File: config.mk
export PLATFORM = sky130hd
export DESIGN_NAME = memory_encoder
export DESIGN_NICKNAME = d
export VERILOG_FILES = /design/src/rtl/memory_encoder.sv
export SDC_FILE = /design/constraint.sdc
export NUM_CORES = 1
export LEC_CHECK = 0
export CAP_MARGIN = 20
export CORE_ASPECT_RATIO = 0.9
export CORE_UTILIZATION = 45
export CTS_CLUSTER_DIAMETER = 200
export CTS_CLUSTER_SIZE = 30
export DETAILED_ROUTE_END_ITERATION = 8
export PLACE_DENSITY_LB_ADDON = 0.05
export SETUP_SLACK_MARGIN = 0.3
export SLEW_MARGIN = 20
export SYNTH_ARGS = -nofsm -noshare
export SYNTH_HDL_FRONTEND = slang
export SYNTH_SLANG_ARGS = --single-unit
File: constraint.sdc
create_clock -name CLK -period 1.8 [get_ports CLK]
set_input_delay 0.18 -clock CLK [delete_from_list [all_inputs] [get_ports CLK]]
set_output_delay 0.18 -clock CLK [all_outputs]
set_load 0.005 [all_outputs]
File: src/rtl/memory_encoder.sv
// Packs pairs of 8-bit pixel codes into {earlier, later} 16-bit words and writes one frame to pixel RAM.
// Optional MEMORY_ENCODER_FLUSH_EN adds a FLUSH input that ends the frame early.
//   state   | meaning
//   IDLE    | waiting for START; word counter held at 0
//   FILL_HI | waiting for the earlier pixel of a word
//   FILL_LO | waiting for the later pixel; transfer issues the write next cycle
module memory_encoder #(
    parameter int ADDR_WIDTH  = 14,
    parameter int FRAME_WORDS = 9600
) (
    input  logic                  CLK,
    input  logic                  RST_N,
    input  logic                  START,
    input  logic [7:0]            PIX_CODE,
    input  logic                  PIX_VALID,
    output logic                  PIX_READY,
    output logic [15:0]           MEM_IN,
    output logic [ADDR_WIDTH-1:0] MEM_ADDR,
    output logic                  MEM_WE,
    output logic                  BUSY,
    output logic                  DONE
`ifdef MEMORY_ENCODER_FLUSH_EN
    ,
    input  logic                  FLUSH
`endif
);

    localparam logic [ADDR_WIDTH-1:0] LAST_WORD = ADDR_WIDTH'(FRAME_WORDS - 1);

    typedef enum logic [1:0] {
        IDLE    = 2'd0,
        FILL_HI = 2'd1,
        FILL_LO = 2'd2
    } state_t;

    state_t                state;
    logic [7:0]            hi_byte;
    logic [ADDR_WIDTH-1:0] word_cnt;
    logic                  flush_req;
    logic                  pix_xfer;

`ifdef MEMORY_ENCODER_FLUSH_EN
    assign flush_req = FLUSH;
`else
    assign flush_req = 1'b0;
`endif

    assign PIX_READY = (state == FILL_HI) || (state == FILL_LO);
    assign BUSY      = (state != IDLE);
    assign pix_xfer  = PIX_VALID && PIX_READY;

    always_ff @(posedge CLK or negedge RST_N) begin
        if (!RST_N) begin
            state    <= IDLE;
            hi_byte  <= 8'h00;
            word_cnt <= '0;
            MEM_IN   <= 16'h0000;
            MEM_ADDR <= '0;
            MEM_WE   <= 1'b0;
            DONE     <= 1'b0;
        end else begin
            MEM_WE <= 1'b0;
            DONE   <= 1'b0;
            case (state)
                IDLE: begin
                    word_cnt <= '0;
                    if (START) begin
                        state <= FILL_HI;
                    end
                end
                FILL_HI: begin
                    // flush wins over a coincident pixel transfer
                    if (flush_req) begin
                        DONE  <= 1'b1;
                        state <= IDLE;
                    end else if (pix_xfer) begin
                        hi_byte <= PIX_CODE;
                        state   <= FILL_LO;
                    end
                end
                FILL_LO: begin
                    if (flush_req) begin
                        MEM_WE   <= 1'b1;
                        MEM_IN   <= {hi_byte, 8'h00};
                        MEM_ADDR <= word_cnt;
                        DONE     <= 1'b1;
                        state    <= IDLE;
                    end else if (pix_xfer) begin
                        MEM_WE   <= 1'b1;
                        MEM_IN   <= {hi_byte, PIX_CODE};
                        MEM_ADDR <= word_cnt;
                        word_cnt <= word_cnt + 1'b1;
                        if (word_cnt == LAST_WORD) begin
                            DONE  <= 1'b1;
                            state <= IDLE;
                        end else begin
                            state <= FILL_HI;
                        end
                    end
                end
                default: state <= IDLE;
            endcase
        end
    end

endmodule

Word-level counts from Yosys, hierarchy flattened
Cells that the tools add are included.
{"block": "totals", "romBits": 0, "word_cells": 35, "mem_bits_rw": 0, "output_inout_bits": 34, "latch_bits": 0, "register_bits": 56, "in_bits": 12, "n_memories": 0}
{"block": "op_classes", "reduce_logical": 9, "n_lt_le_gt_ge": 0, "n_shift": 0, "bitwise_logic": 0, "n_div": 0, "eq_ne": 6, "n_addsub": 1, "multipliers": 0, "muxes": 12}
{"op": "case mux 14 bit (2 select lines)", "n": 1}
{"op": "adder 14 x 1 -> 14 bit, second input constant", "n": 1}
{"op": "equality test 14 bit, second input constant", "n": 1}
{"op": "2-to-1 mux 14 bit", "n": 1}
{"op": "2-to-1 mux 1 bit", "n": 6}
{"op": "2-to-1 mux 2 bit", "n": 3}
{"op": "!= test 2 bit, second input constant", "n": 3}
{"op": "case mux 2 bit (3 select lines)", "n": 1}
{"op": "AND reduction 2 bit", "n": 3}
{"op": "nonzero test 2 bit", "n": 2}
{"op": "AND reduction 3 bit", "n": 1}
{"op": "equality test 2 x 1 -> 1 bit, second input constant", "n": 1}
{"op": "equality test 2 bit, second input constant", "n": 1}
{"op": "zero test 2 bit", "n": 1}
{"op": "logical AND 1 bit", "n": 1}
{"op": "logical OR 1 bit", "n": 1}

Longest topological paths before layout
{"block": "logic_depth", "word_depth": 5, "ltp_mapped": 9, "mapped_depth_nobuf": 7}

Least setup slack after synthesis
No wires, ideal clock.
{"block": "synth_path", "path_type": "flip-flop to flip-flop", "start": "register state[0]", "end": "register word_cnt[13]", "arrival_ns": 1.602, "setup_slack_ns": 0.078, "t_required_ns": 1.680, "path_buffers": 2, "stages_incl_launch_ff": 9, "setup_ns": 0.120, "synth_period_minus_slack_ns": 1.722, "cell_sequence": "dfrtp_1 inv_1 ha_1 buf_6 nand2b_4 buf_6 a211oi_4 a31oi_1 a41o_1"}
{"block": "synth_via", "elab_chain_len": 5, "word_cells_on_any_way": 9, "cone_classes": "eq/ne: 3; mux: 1; reduce/logical: 5"}
{"item": "start: declaration", "line": "36", "source": "state_t state;"}
{"item": "start signal: assignment", "line": "54", "source": "state <= IDLE;"}
{"item": "start signal: assignment", "line": "68", "source": "state <= FILL_HI;"}
{"item": "start signal: assignment", "line": "75", "source": "state <= IDLE;"}
{"item": "equality test 2 x 1 -> 1 bit or equality test 2 bit (tied branches)", "line": "48, 64"}
{"item": "logical OR 1 bit", "line": "48", "source": "assign PIX_READY = (state == FILL_HI) || (state == FILL_LO);"}
{"item": "logical AND 1 bit", "line": "50", "source": "assign pix_xfer = PIX_VALID && PIX_READY;"}
{"item": "!= test 2 bit (no line)"}
{"item": "AND reduction 2 bit (no line)"}
{"item": "end signal: assignment", "line": "92", "source": "word_cnt <= word_cnt + 1'b1;"}
{"item": "end: declaration", "line": "38", "source": "logic [ADDR_WIDTH-1:0] word_cnt;"}
Several ways; a longest one is shown, not always the timed one.
A chain may end at the register's enable or synchronous reset.

Worst setup path in the final report
{"block": "layout_path", "start": "register state[1]", "end": "register word_cnt[9]"}
Same word-level chain as after synthesis.

==> flow_summary.toml <==
[run_status]
status = "finished clean"

[worst_hold_path]
hp-class = "primary input to asynchronous set/reset pin"

[synth]
netlist_area_sq_um = 2500
yosysUniqueCellTypes = 35
yosysSeqAreaShare_pct = 56.0
synth_top_area_share_pct = 56.0
synthAdderAreaFrac_pct = 3.00
synthTopCellsByCount = "100 x nand2_1, 56 x dfrtp_1, 9 x a21oi_1, 9 x mux2_2, 8 x nand3_1"
synthXorXnorAreaFrac_pct = 0
synthSimpleGateAreaFrac_pct = 23.1
synth_edf_count = 0
synth_cells = 254
ys_warn_count = 0
synth_ff_type = "dfrtp_1"
synth_top_family_by_area = "simple AND/OR/NAND/NOR gates"
avgSynthCellArea_sq_um = 9.85
synth.mux.area_fraction_pct = 6.05
async_reset_ff_share_pct = 100
yosysTopAreaCell = "dfrtp_1"
post-synth-top-count-cell = "nand2_1"
ys_ff_latch = 56
synth_compound_area_share_pct = 8.20
synthTopCellsByArea = "dfrtp_1 56%, nand2_1 15%, mux2_2 4.1%"
syn_nets = 272

[power_and_ir_drop]
p_sw_share_pct = 32.6
power.density_nw_per_um2 = 1310
ir_drop_v = 0.000919
pwr-share-comb_pct = 46.3
power.share.sequential_pct = 36.7
power_leakage_nw = 1.85
p_int_mw = 3.28
power.switching_mw = 1.59
p_clk_share_pct = 16.9

[drt]
highest_layer = "met4"
viasPerCell = 5.16
avgRoutedWirePerCell_um = 15.1
drt-total-wl_um = 6080
antenna_left = 0
met2_wirelength_um = 3020
met3_length_um = 271
drc = 0
wl_met1_um = 2720
vias = 2078
drt_iter0_drc = 136
drt-pass1-iter-count = 4

[cells_and_area]
fin_nets = 353
final_util_pct = 70.1
stdcell_area_sq_um = 3730
n_antenna_cell = 0
drive_gt1_share_pct = 32.1
fill_cells = 406
area_delta_synth_final_pct = 49.1

[sta]
fin_setup_tns_ns = 0
timing.slew.headroom_pct = 68.4
min_period_ns = 1.67
timing_hold_violations_final = 0
worst_slew_pin_slew_ns = 0.467
worst_slack_ns = 0.134
fin_skew_ns = 0.00515
setup_violations = 0
drv_slew = 0
min_period_over_period_pct = 92.6
rsz0062_at_grt = "true"
clock.fmax_mhz = 600

[setup_path]
worst-r2r-cell-count = 7
ff2ff_setup_slack_ns = 0.13
path_max_fanout = 7
slowest_stage = "dfrtp_1"
critPathLaunch = "state[1]"
cp-end-kind = "flip-flop"
path_buf_inv = 2
required_ns = 2.01
timing.rr.end = "word_cnt[9]"
worstSetupPathType = "flip-flop to flip-flop"
cp.arrival_ns = 1.87
critPathMaxStageDelay_ns = 0.41
startpoint_type = "flip-flop"
reg2reg_from = "state[1]"
cp_top_family = "compound AO/OA/AOI/OAI gates"
path_cells = "inv_2 > ha_4 > nand3_4 > buf_4 > a21oi_2 > a31oi_1 > a41o_1"

[floorplan]
pin_count = 46
die_area_sq_um = 5860
die_h_um = 72.7
coreArea_sq_um = 5320
die_w_um = 80.6
start_util_pct = 47.1
row_count = 25

[place]
portBuffers = 45
dp_hpwl_um = 3370
gp_congestion = 0.877
dpl_worst_slack_ns = 0.0379
placed_area_sq_um = 3080

[clock_network]
root_buffer = "clkbuf_8"
clkSlewWorstSetupHoldPaths_ns = 0.10
cts_buffers = 5
clock_path_buffers = 2
cts_tree = "yes"
cts_max_level = 2
cts_sinks = 56
insertion_delay_ns = 0.31

[grt]
grt_usage_pct = 21.0
grt_pass1_wl_um = 9340
grt_overflow = 0
grt_max_degree = 57
antenna_found_initial = 0
grt_pass1_vias = 1954

[run]
maxCapViolCount = 0
per-layer routing:
metal	GRT usage [%]	vias to the layer above
li1	-	1011
met1	30.0	1018
met2	31.6	42
met3	4.88	7
met4	6.55	0
met5	0	-
repair_timing:
item | in CTS | in global routing
setup buffers | 15 | 12
resized for setup | 28 | 57
hold buffers | 1 | 0
gates cloned | 1 | 1
setup endpoints to repair | 40 | 57
pin swaps | 13 | 20
hold endpoints to repair | 56 | 0
sequential cells by signal, indices dropped and copies added (netlist names):
name and flops:
MEM_IN 16, word_cnt 14, MEM_WE 1, hi_byte 8
MEM_ADDR 14, DONE 1, state 2
through the flow:
step / std cells / total power [mW] / hold WS (ns)
2_1_floorplan: 254 / 2.75 / -0.116
3_3_place_gp: 365 / 3.47 / 0.209
3_5_place_dp: 365 / 3.49 / 0.207
4_1_cts: 390 / 4.57 / 0.407
5_1_grt: 403 / 5.20 / 0.414
6_report: 403 / 4.88 / 0.392
final cells by class:
cell class	instances	area (sq um)	share of cell area, %
clock inverters	2	35.0	0.939
repair buffers	84	852	22.8
clock buffers	6	72.6	1.95
well taps	67	83.8	2.25
inverters	6	35.0	0.939
flip-flops and latches	56	1400	37.6
repair inverters	1	16.3	0.436
multi-input cells	181	1230	33.1
worst max path at each step:
stage               cells past startpoint           end  slack (ns)
finish                                  7   word_cnt[9]        0.13
global route                            8   word_cnt[5]        0.06
CTS                                     6  word_cnt[13]        0.16
detailed placement                      5  word_cnt[13]        0.04
global placement                        5  word_cnt[13]        0.07
floorplan                               8  word_cnt[13]        0.16
power by group through the flow:
| stage | Combinational, mW | Clock (mW) | Sequential (mW) |
|---|---|---|---|
| finish | 2.26 | 0.825 | 1.79 |
| global route | 2.47 | 0.891 | 1.85 |
| CTS | 1.95 | 0.840 | 1.77 |
| detailed placement | 1.69 | 0 | 1.79 |
| global placement | 1.68 | 0 | 1.79 |
| floorplan | 0.939 | 0 | 1.81 |
cell usage in the layout (no fill, tap or decap), types with 4 or more instances in the layout:
master           synthesis  final
a21oi_2                  1      6
nand2_2                  0     17
mux2_2                   9      9
nand4_1                  4      4
nand2_4                  0     10
clkbuf_8                 0      5
mux2i_1                  5      5
nand3_1                  8      6
clkdlybuf4s50_1          0     42
dfrtp_1                 56     56
buf_12                   0      4
nor2_1                   6      5
buf_6                    3      7
nand2_1                100     73
buf_4                    0     23
logic make-up (layout without fill, tap and decap cells):
group           after synthesis  after routing
compound gates               30             30
mux                          14             14
buf+inv                      17             99
fa+ha+maj                     6              6
simple gates                131            131
flops                        56             56
worst register-to-register path: cells and delay by family, from the launching register on:
kind            cells  cell delay, ns
buf+inv             2            0.26
compound gates      3            0.49
flops               1            0.41
fa+ha+maj           1            0.27
simple gates        1            0.14
Power figures use the tool's default switching activity.
